File: src/rtl/audio_delay_pkg.sv
// Shared types and constants for the audio delay/echo sequencer.
// Sample limits here are for the default sample width.
package audio_delay_pkg;

  localparam int DATA_W_DEF = 32;
  localparam int ADDR_W_DEF = 15;

  // Channel bit placed above the frame pointer on the RAM address
  localparam logic CH_L = 1'b0;
  localparam logic CH_R = 1'b1;

  localparam logic signed [DATA_W_DEF-1:0] SAMPLE_MAX = {1'b0, {(DATA_W_DEF-1){1'b1}}};
  localparam logic signed [DATA_W_DEF-1:0] SAMPLE_MIN = {1'b1, {(DATA_W_DEF-1){1'b0}}};

  typedef enum logic [2:0] {
    S_IDLE  = 3'd0,
    S_RD_L  = 3'd1,
    S_RD_R  = 3'd2,
    S_CAP_R = 3'd3,
    S_WR_L  = 3'd4,
    S_WR_R  = 3'd5,
    S_OUT   = 3'd6
  } state_e;

endpackage

File: src/rtl/audio_sat_add.sv
// Combinational signed adder that clamps to the signed DATA_W range
// instead of wrapping on overflow.
module audio_sat_add #(
  parameter int DATA_W = 32
) (
  input  logic signed [DATA_W-1:0] i_a,
  input  logic signed [DATA_W-1:0] i_b,
  output logic signed [DATA_W-1:0] o_sum
);

  localparam logic signed [DATA_W-1:0] SMAX = {1'b0, {(DATA_W-1){1'b1}}};
  localparam logic signed [DATA_W-1:0] SMIN = {1'b1, {(DATA_W-1){1'b0}}};

  logic signed [DATA_W:0] w_sum;

  // Overflow shows up as the two top bits of the widened sum disagreeing
  function automatic logic signed [DATA_W-1:0] sat_clamp(input logic signed [DATA_W:0] s);
    if (s[DATA_W] != s[DATA_W-1])
      return s[DATA_W] ? SMIN : SMAX;
    else
      return s[DATA_W-1:0];
  endfunction

  assign w_sum = $signed({i_a[DATA_W-1], i_a}) + $signed({i_b[DATA_W-1], i_b});
  assign o_sum = sat_clamp(w_sum);

endmodule

File: src/rtl/audio_delay_sequencer.sv
// Moves one stereo frame per pass from the codec input FIFO to the output FIFO,
// delaying or echoing it through an external single-port RAM used as a ring buffer.
module audio_delay_sequencer
  import audio_delay_pkg::*;
#(
  parameter int DATA_W    = DATA_W_DEF,
  parameter int ADDR_W    = ADDR_W_DEF,
  parameter int MIX_SHIFT = 1
) (
  input  logic                     CLOCK_50,
  input  logic                     reset_n,
  input  logic                     audio_in_available,
  input  logic signed [DATA_W-1:0] left_channel_audio_in,
  input  logic signed [DATA_W-1:0] right_channel_audio_in,
  output logic                     read_audio_in,
  input  logic                     audio_out_allowed,
  output logic signed [DATA_W-1:0] left_channel_audio_out,
  output logic signed [DATA_W-1:0] right_channel_audio_out,
  output logic                     write_audio_out,
  input  logic        [ADDR_W-1:0] delay,
  input  logic                     echo_en,
  output logic        [ADDR_W:0]   ram_addr,
  output logic signed [DATA_W-1:0] ram_wdata,
  output logic                     ram_we,
  input  logic signed [DATA_W-1:0] ram_rdata,
  output logic                     busy
);

  state_e r_state;
  state_e w_state_nxt;

  logic signed [DATA_W-1:0] r_in_l;
  logic signed [DATA_W-1:0] r_in_r;
  logic signed [DATA_W-1:0] r_dl;
  logic signed [DATA_W-1:0] r_out_l;
  logic signed [DATA_W-1:0] r_out_r;
  logic        [ADDR_W-1:0] r_delay;
  logic        [ADDR_W-1:0] r_wr_ptr;
  logic        [ADDR_W-1:0] r_fill_cnt;

  logic                     w_accept;
  logic                     w_have_hist;
  logic        [ADDR_W-1:0] w_rd_ptr;
  logic signed [DATA_W-1:0] w_d_l;
  logic signed [DATA_W-1:0] w_d_r;
  logic signed [DATA_W-1:0] w_sh_l;
  logic signed [DATA_W-1:0] w_sh_r;
  logic signed [DATA_W-1:0] w_mix_l;
  logic signed [DATA_W-1:0] w_mix_r;
  logic signed [DATA_W-1:0] w_nxt_l;
  logic signed [DATA_W-1:0] w_nxt_r;

  // Delayed-sample path: history is treated as silence until the buffer holds `delay` frames
  assign w_rd_ptr    = r_wr_ptr - r_delay;
  assign w_have_hist = (r_fill_cnt >= r_delay);
  assign w_d_l       = w_have_hist ? r_dl : '0;
  assign w_d_r       = w_have_hist ? ram_rdata : '0;
  assign w_sh_l      = w_d_l >>> MIX_SHIFT;
  assign w_sh_r      = w_d_r >>> MIX_SHIFT;

  audio_sat_add #(.DATA_W(DATA_W)) u_mix_l (
    .i_a   (r_in_l),
    .i_b   (w_sh_l),
    .o_sum (w_mix_l)
  );

  audio_sat_add #(.DATA_W(DATA_W)) u_mix_r (
    .i_a   (r_in_r),
    .i_b   (w_sh_r),
    .o_sum (w_mix_r)
  );

  assign w_nxt_l = (r_delay == '0) ? r_in_l : (echo_en ? w_mix_l : w_d_l);
  assign w_nxt_r = (r_delay == '0) ? r_in_r : (echo_en ? w_mix_r : w_d_r);

  assign left_channel_audio_out  = r_out_l;
  assign right_channel_audio_out = r_out_r;
  assign busy                    = (r_state != S_IDLE);

  always_comb begin
    w_state_nxt     = r_state;
    w_accept        = 1'b0;
    read_audio_in   = 1'b0;
    write_audio_out = 1'b0;
    ram_we          = 1'b0;
    ram_addr        = '0;
    ram_wdata       = '0;
    unique case (r_state)
      S_IDLE: begin
        // Gating with reset_n keeps the FIFO pop quiet while reset is held
        if (reset_n && audio_in_available && audio_out_allowed) begin
          w_accept      = 1'b1;
          read_audio_in = 1'b1;
          w_state_nxt   = S_RD_L;
        end
      end
      S_RD_L: begin
        ram_addr    = {CH_L, w_rd_ptr};
        w_state_nxt = S_RD_R;
      end
      S_RD_R: begin
        ram_addr    = {CH_R, w_rd_ptr};
        w_state_nxt = S_CAP_R;
      end
      S_CAP_R: begin
        w_state_nxt = S_WR_L;
      end
      S_WR_L: begin
        ram_we      = 1'b1;
        ram_addr    = {CH_L, r_wr_ptr};
        ram_wdata   = echo_en ? r_out_l : r_in_l;
        w_state_nxt = S_WR_R;
      end
      S_WR_R: begin
        ram_we      = 1'b1;
        ram_addr    = {CH_R, r_wr_ptr};
        ram_wdata   = echo_en ? r_out_r : r_in_r;
        w_state_nxt = S_OUT;
      end
      S_OUT: begin
        write_audio_out = 1'b1;
        w_state_nxt     = S_IDLE;
      end
      default: begin
        w_state_nxt = S_IDLE;
      end
    endcase
  end

  always_ff @(posedge CLOCK_50 or negedge reset_n) begin
    if (!reset_n) begin
      r_state    <= S_IDLE;
      r_delay    <= '0;
      r_wr_ptr   <= '0;
      r_fill_cnt <= '0;
      r_out_l    <= '0;
      r_out_r    <= '0;
    end else begin
      r_state <= w_state_nxt;
      if (w_accept)
        r_delay <= delay;
      if (r_state == S_CAP_R) begin
        r_out_l <= w_nxt_l;
        r_out_r <= w_nxt_r;
      end
      if (r_state == S_OUT) begin
        r_wr_ptr <= r_wr_ptr + ADDR_W'(1);
        if (r_fill_cnt != '1)
          r_fill_cnt <= r_fill_cnt + ADDR_W'(1);
      end
    end
  end

  // Sample holding registers: only meaningful inside a pass, so they carry no reset
  always_ff @(posedge CLOCK_50) begin
    if (w_accept) begin
      r_in_l <= left_channel_audio_in;
      r_in_r <= right_channel_audio_in;
    end
    if (r_state == S_RD_R)
      r_dl <= ram_rdata;
  end

endmodule

File: config.mk
export PLATFORM = sky130hd
export DESIGN_NAME = audio_delay_sequencer
export DESIGN_NICKNAME = d
export VERILOG_FILES = /design/src/rtl/audio_delay_pkg.sv /design/src/rtl/audio_sat_add.sv /design/src/rtl/audio_delay_sequencer.sv
export SDC_FILE = /design/constraint.sdc
export NUM_CORES = 1
export LEC_CHECK = 0
export BUFFER_PORTS_ARGS = -buffer_cell sky130_fd_sc_hd__buf_2
export CAP_MARGIN = 20
export CORE_MARGIN = 4
export CORE_UTILIZATION = 58
export DETAILED_ROUTE_END_ITERATION = 7
export PLACE_DENSITY = 0.82
export SYNTH_ARGS = -nofsm -noshare
export SYNTH_HDL_FRONTEND = slang
export SYNTH_SLANG_ARGS = --single-unit
File: constraint.sdc
create_clock -name CLOCK_50 -period 5.8 [get_ports CLOCK_50]
set_input_delay 1.16 -clock CLOCK_50 [delete_from_list [all_inputs] [get_ports CLOCK_50]]
set_output_delay 1.16 -clock CLOCK_50 [all_outputs]
set_load 0.1 [all_outputs]
==> flow_summary.yaml <==
outcome:
  status: "complete, no violations"
drt:
  ant_nets: 0
  vias: 13710
  drt_pre_antenna_iters: 5
  drtIter0Drc: 1719
  routedWlPerCell_um: 24.53
  routed_wl_mm: 50.99
  drc: 0
  via_per_inst: 6.595
global_route:
  grt_usage_pct: 35.79
  grtUsageMet2_pct: 54.72
  met1_usage_pct: 51.44
  grt_pass1_wl_mm: 78.52
  grt_max_degree: 69
  globalRouteOverflowTotal: 0
  use_met3_pct: 8.022
  grt_pass1_vias: 13280
  grt_busiest_layer: "met2"
  antenna_found_initial: 4
logic_synthesis:
  avgSynthCellArea_um2: 9.555
  netlist_instances: 1514
  synth-seq-cells: 208
  syn_area_um2: 14470
  synth_ff_type: "dfrtp_1"
  synth_edf_count: 96
  seq_area_frac_synth_pct: 39.30
  synth.distinct_cells: 82
  async_reset_ff_share_pct: 53.85
  synth_warnings: 0
  syn-num-nets: 1728
final_layout:
  final_common_cell: "buf_2"
  final.fill_count: 1959
  most-common-layout-cells: "buf_2, nand2_1, a21oi_1, dfrtp_1, o21ai_0"
  area_growth_syn_to_layout_pct: 16.65
  layout.nets: 1952
  drive_gt1_share_pct: 21.04
floorplanning:
  die_h_um: 165.9
  start_util_pct: 59.14
  die_w_um: 165.9
  die_area_um2: 27530
  pin_count: 232
  rows: 57
  core_area_um2: 24460
worst_setup_path:
  critPathMaxFanout: 36
  critical_path_arrival_ps: 5800
  critPathLaunchType: "register"
  crit_required_ps: 6170
  cp-end-kind: "register"
  path_class: "reg2reg"
sta:
  setup_viol_count_final: 0
  final_max_slew_viol_count: 0
  skew_ps: 14.07
  rsz0062_at_grt: "no"
  hold_violations: 0
  timing.final.crit_period_ps: 5432
  fin_tns_setup_ps: 0
  fin_crit_sh_pct: 93.66
  layout_setup_ws_ps: 367.9
  worst_pin_slew_ps: 1159
  slew_headroom_pct: 22.72
  max_freq_ghz: 0.1841
placement:
  post-place-ws_ps: 384.0
  hpwlAfterDp_mm: 38.44
  port_buffers: 231
  routabilityCongestion: 1.000
power:
  ir_worst_vdd_uv: 1063
  power_density_nw_per_um2: 518.0
  power.leakage_nw: 7.656
  power_mw: 8.741
cts:
  h-tree-depth: 1
  cts.sinks: 208
  cts_buffer_depth: 3
  cts_tree: "built"
  clk-insertion-delay-late_ps: 530
  cts_root_buf: "clkbuf_16"
  path_clk_slew_ps: 60
  postCtsSetupRepairBufs: 0
  cts_buffers: 23
min_path:
  hold_path.class: "reg2reg"
flow_run:
  drv_cap: 0
[final cells by class]
class                   count  area, um2  share of cell area [%]
repair buffers            266       1424                   8.438
clock buffers              33      664.4                   3.937
multi-input cells        1189       8364                   49.57
clock inverters             8      140.1                  0.8304
flip-flops and latches    208       5685                   33.69
well taps                 324      405.4                   2.402
inverters                  50      188.9                   1.120
diodes                      1      2.502                 0.01483
[worst max-delay path, stage by stage, from the launching register on]
cell and delay, ps:
dfrtp_1 340, inv_1 100, ha_1 310, nor2b_1 130, o21a_1 110, o21ai_0 70, a21o_1 170, a31o_2 220
a21oi_4 280, buf_4 360, and2_1 250, ha_1 370, a21oi_1 280, o211ai_1 160, a31oi_1 330, a21oi_1 190
o21ai_0 260, nand2_1 150, a22o_2 370, nor2_1 280, buf_4 240, a211o_1 160, o311ai_1 120
[metal layers]
metal	vias to the layer above	part of all wire [%]
li1	6071	-
met1	6547	40
met2	955	44
met3	131	12
met4	6	3.6
met5	-	0.067
[where the power goes]
group	internal [mW]	switching (mW)
Clock	0.970	0.614
Combinational	0.975	3.79
Sequential	1.97	0.431
[stage by stage]
step	cell area, um2	cells	hold WS (ps)	util (%)
after global placement	16070	2037	490.0	65.68
after detailed placement	16070	2037	500.6	65.68
after global routing	16870	2078	522.1	68.97
after CTS	16870	2078	512.6	68.97
after floorplan	14470	1514	453.1	-
final	16870	2079	510.9	68.98
[logic make-up after synthesis]
logic type,synth area share [%]
AO/OA/AOI/OAI,20.06
XOR/XNOR,5.631
adder cells (fa/ha/maj),8.978
buffers and inverters,3.096
flip-flops,39.30
multiplexers,5.207
AND/OR/NAND/NOR,17.73
[sequential cells by signal, summed over array words and instances, names as in the netlist]
name                     cells
left_channel_audio_out      32
r_in_r                      32
r_fill_cnt                  15
r_wr_ptr                    15
right_channel_audio_out     32
r_delay                     15
r_in_l                      32
r_dl                        32
r_state                      3
[timing repair]
action                                 CTS  global route
hold buffers                             0             0
setup endpoints to repair                0             8
resized for setup                        0             1
endpoints found under the hold margin    0             0
[path summary, 6_finish.rpt]
kind / from / endpoint / slack (ps) / cells after the start
min in group asynchronous: reset_n / right_channel_audio_out[17]$_DFFE_PN0P_ / 820 / 2
worst min register to register: left_channel_audio_out[31]$_DFFE_PN0P_ / left_channel_audio_out[31]$_DFFE_PN0P_ / 510 / 2
worst max-delay path: r_delay[1]$_DFFE_PN0P_ / right_channel_audio_out[1]$_DFFE_PN0P_ / 370 / 22
max in group asynchronous: reset_n / right_channel_audio_out[4]$_DFFE_PN0P_ / 3630 / 3
worst min-delay path: left_channel_audio_out[31]$_DFFE_PN0P_ / left_channel_audio_out[31]$_DFFE_PN0P_ / 510 / 2
worst max register to register: r_delay[1]$_DFFE_PN0P_ / right_channel_audio_out[1]$_DFFE_PN0P_ / 370 / 22
[synthesized netlist by cell type, drive strengths merged (3+ instances only)]
cell | n | area [um2]
mux4 | 32 | 720.7
clkbuf | 56 | 210.2
nand4 | 14 | 87.58
maj3 | 5 | 50.05
nand2b | 22 | 137.6
o22ai | 7 | 43.79
o221ai | 8 | 70.07
o21ai | 110 | 550.5
nor2 | 97 | 364.1
inv | 49 | 183.9
o21bai | 7 | 52.55
dfrtp | 112 | 2803
a21oi | 121 | 613.1
and2 | 67 | 421.7
o221a | 7 | 78.83
or2 | 5 | 31.28
a41oi | 7 | 61.31
a211o | 7 | 61.31
edfxtp | 96 | 2883
o31ai | 10 | 75.07
fa | 3 | 60.06
a31o | 7 | 61.31
buf | 11 | 50.04
nand3 | 54 | 275.3
nor4 | 12 | 75.07
a221o | 5 | 50.05
o211ai | 13 | 102.6
a22oi | 10 | 75.07
a221oi | 6 | 52.55
nor3 | 28 | 140.1
nand2 | 136 | 513.0
xor2 | 24 | 210.2
ha | 95 | 1189
nor2b | 38 | 237.7
a21o | 45 | 339.1
o21a | 9 | 67.56
and3 | 28 | 175.2
a211oi | 17 | 145.1
a22o | 5 | 43.79
o22a | 3 | 26.28
a31oi | 17 | 106.4
xnor2 | 69 | 604.3
or3 | 8 | 55.05
a21boi | 6 | 45.04
Note: power is estimated with default switching activity, not from simulation.
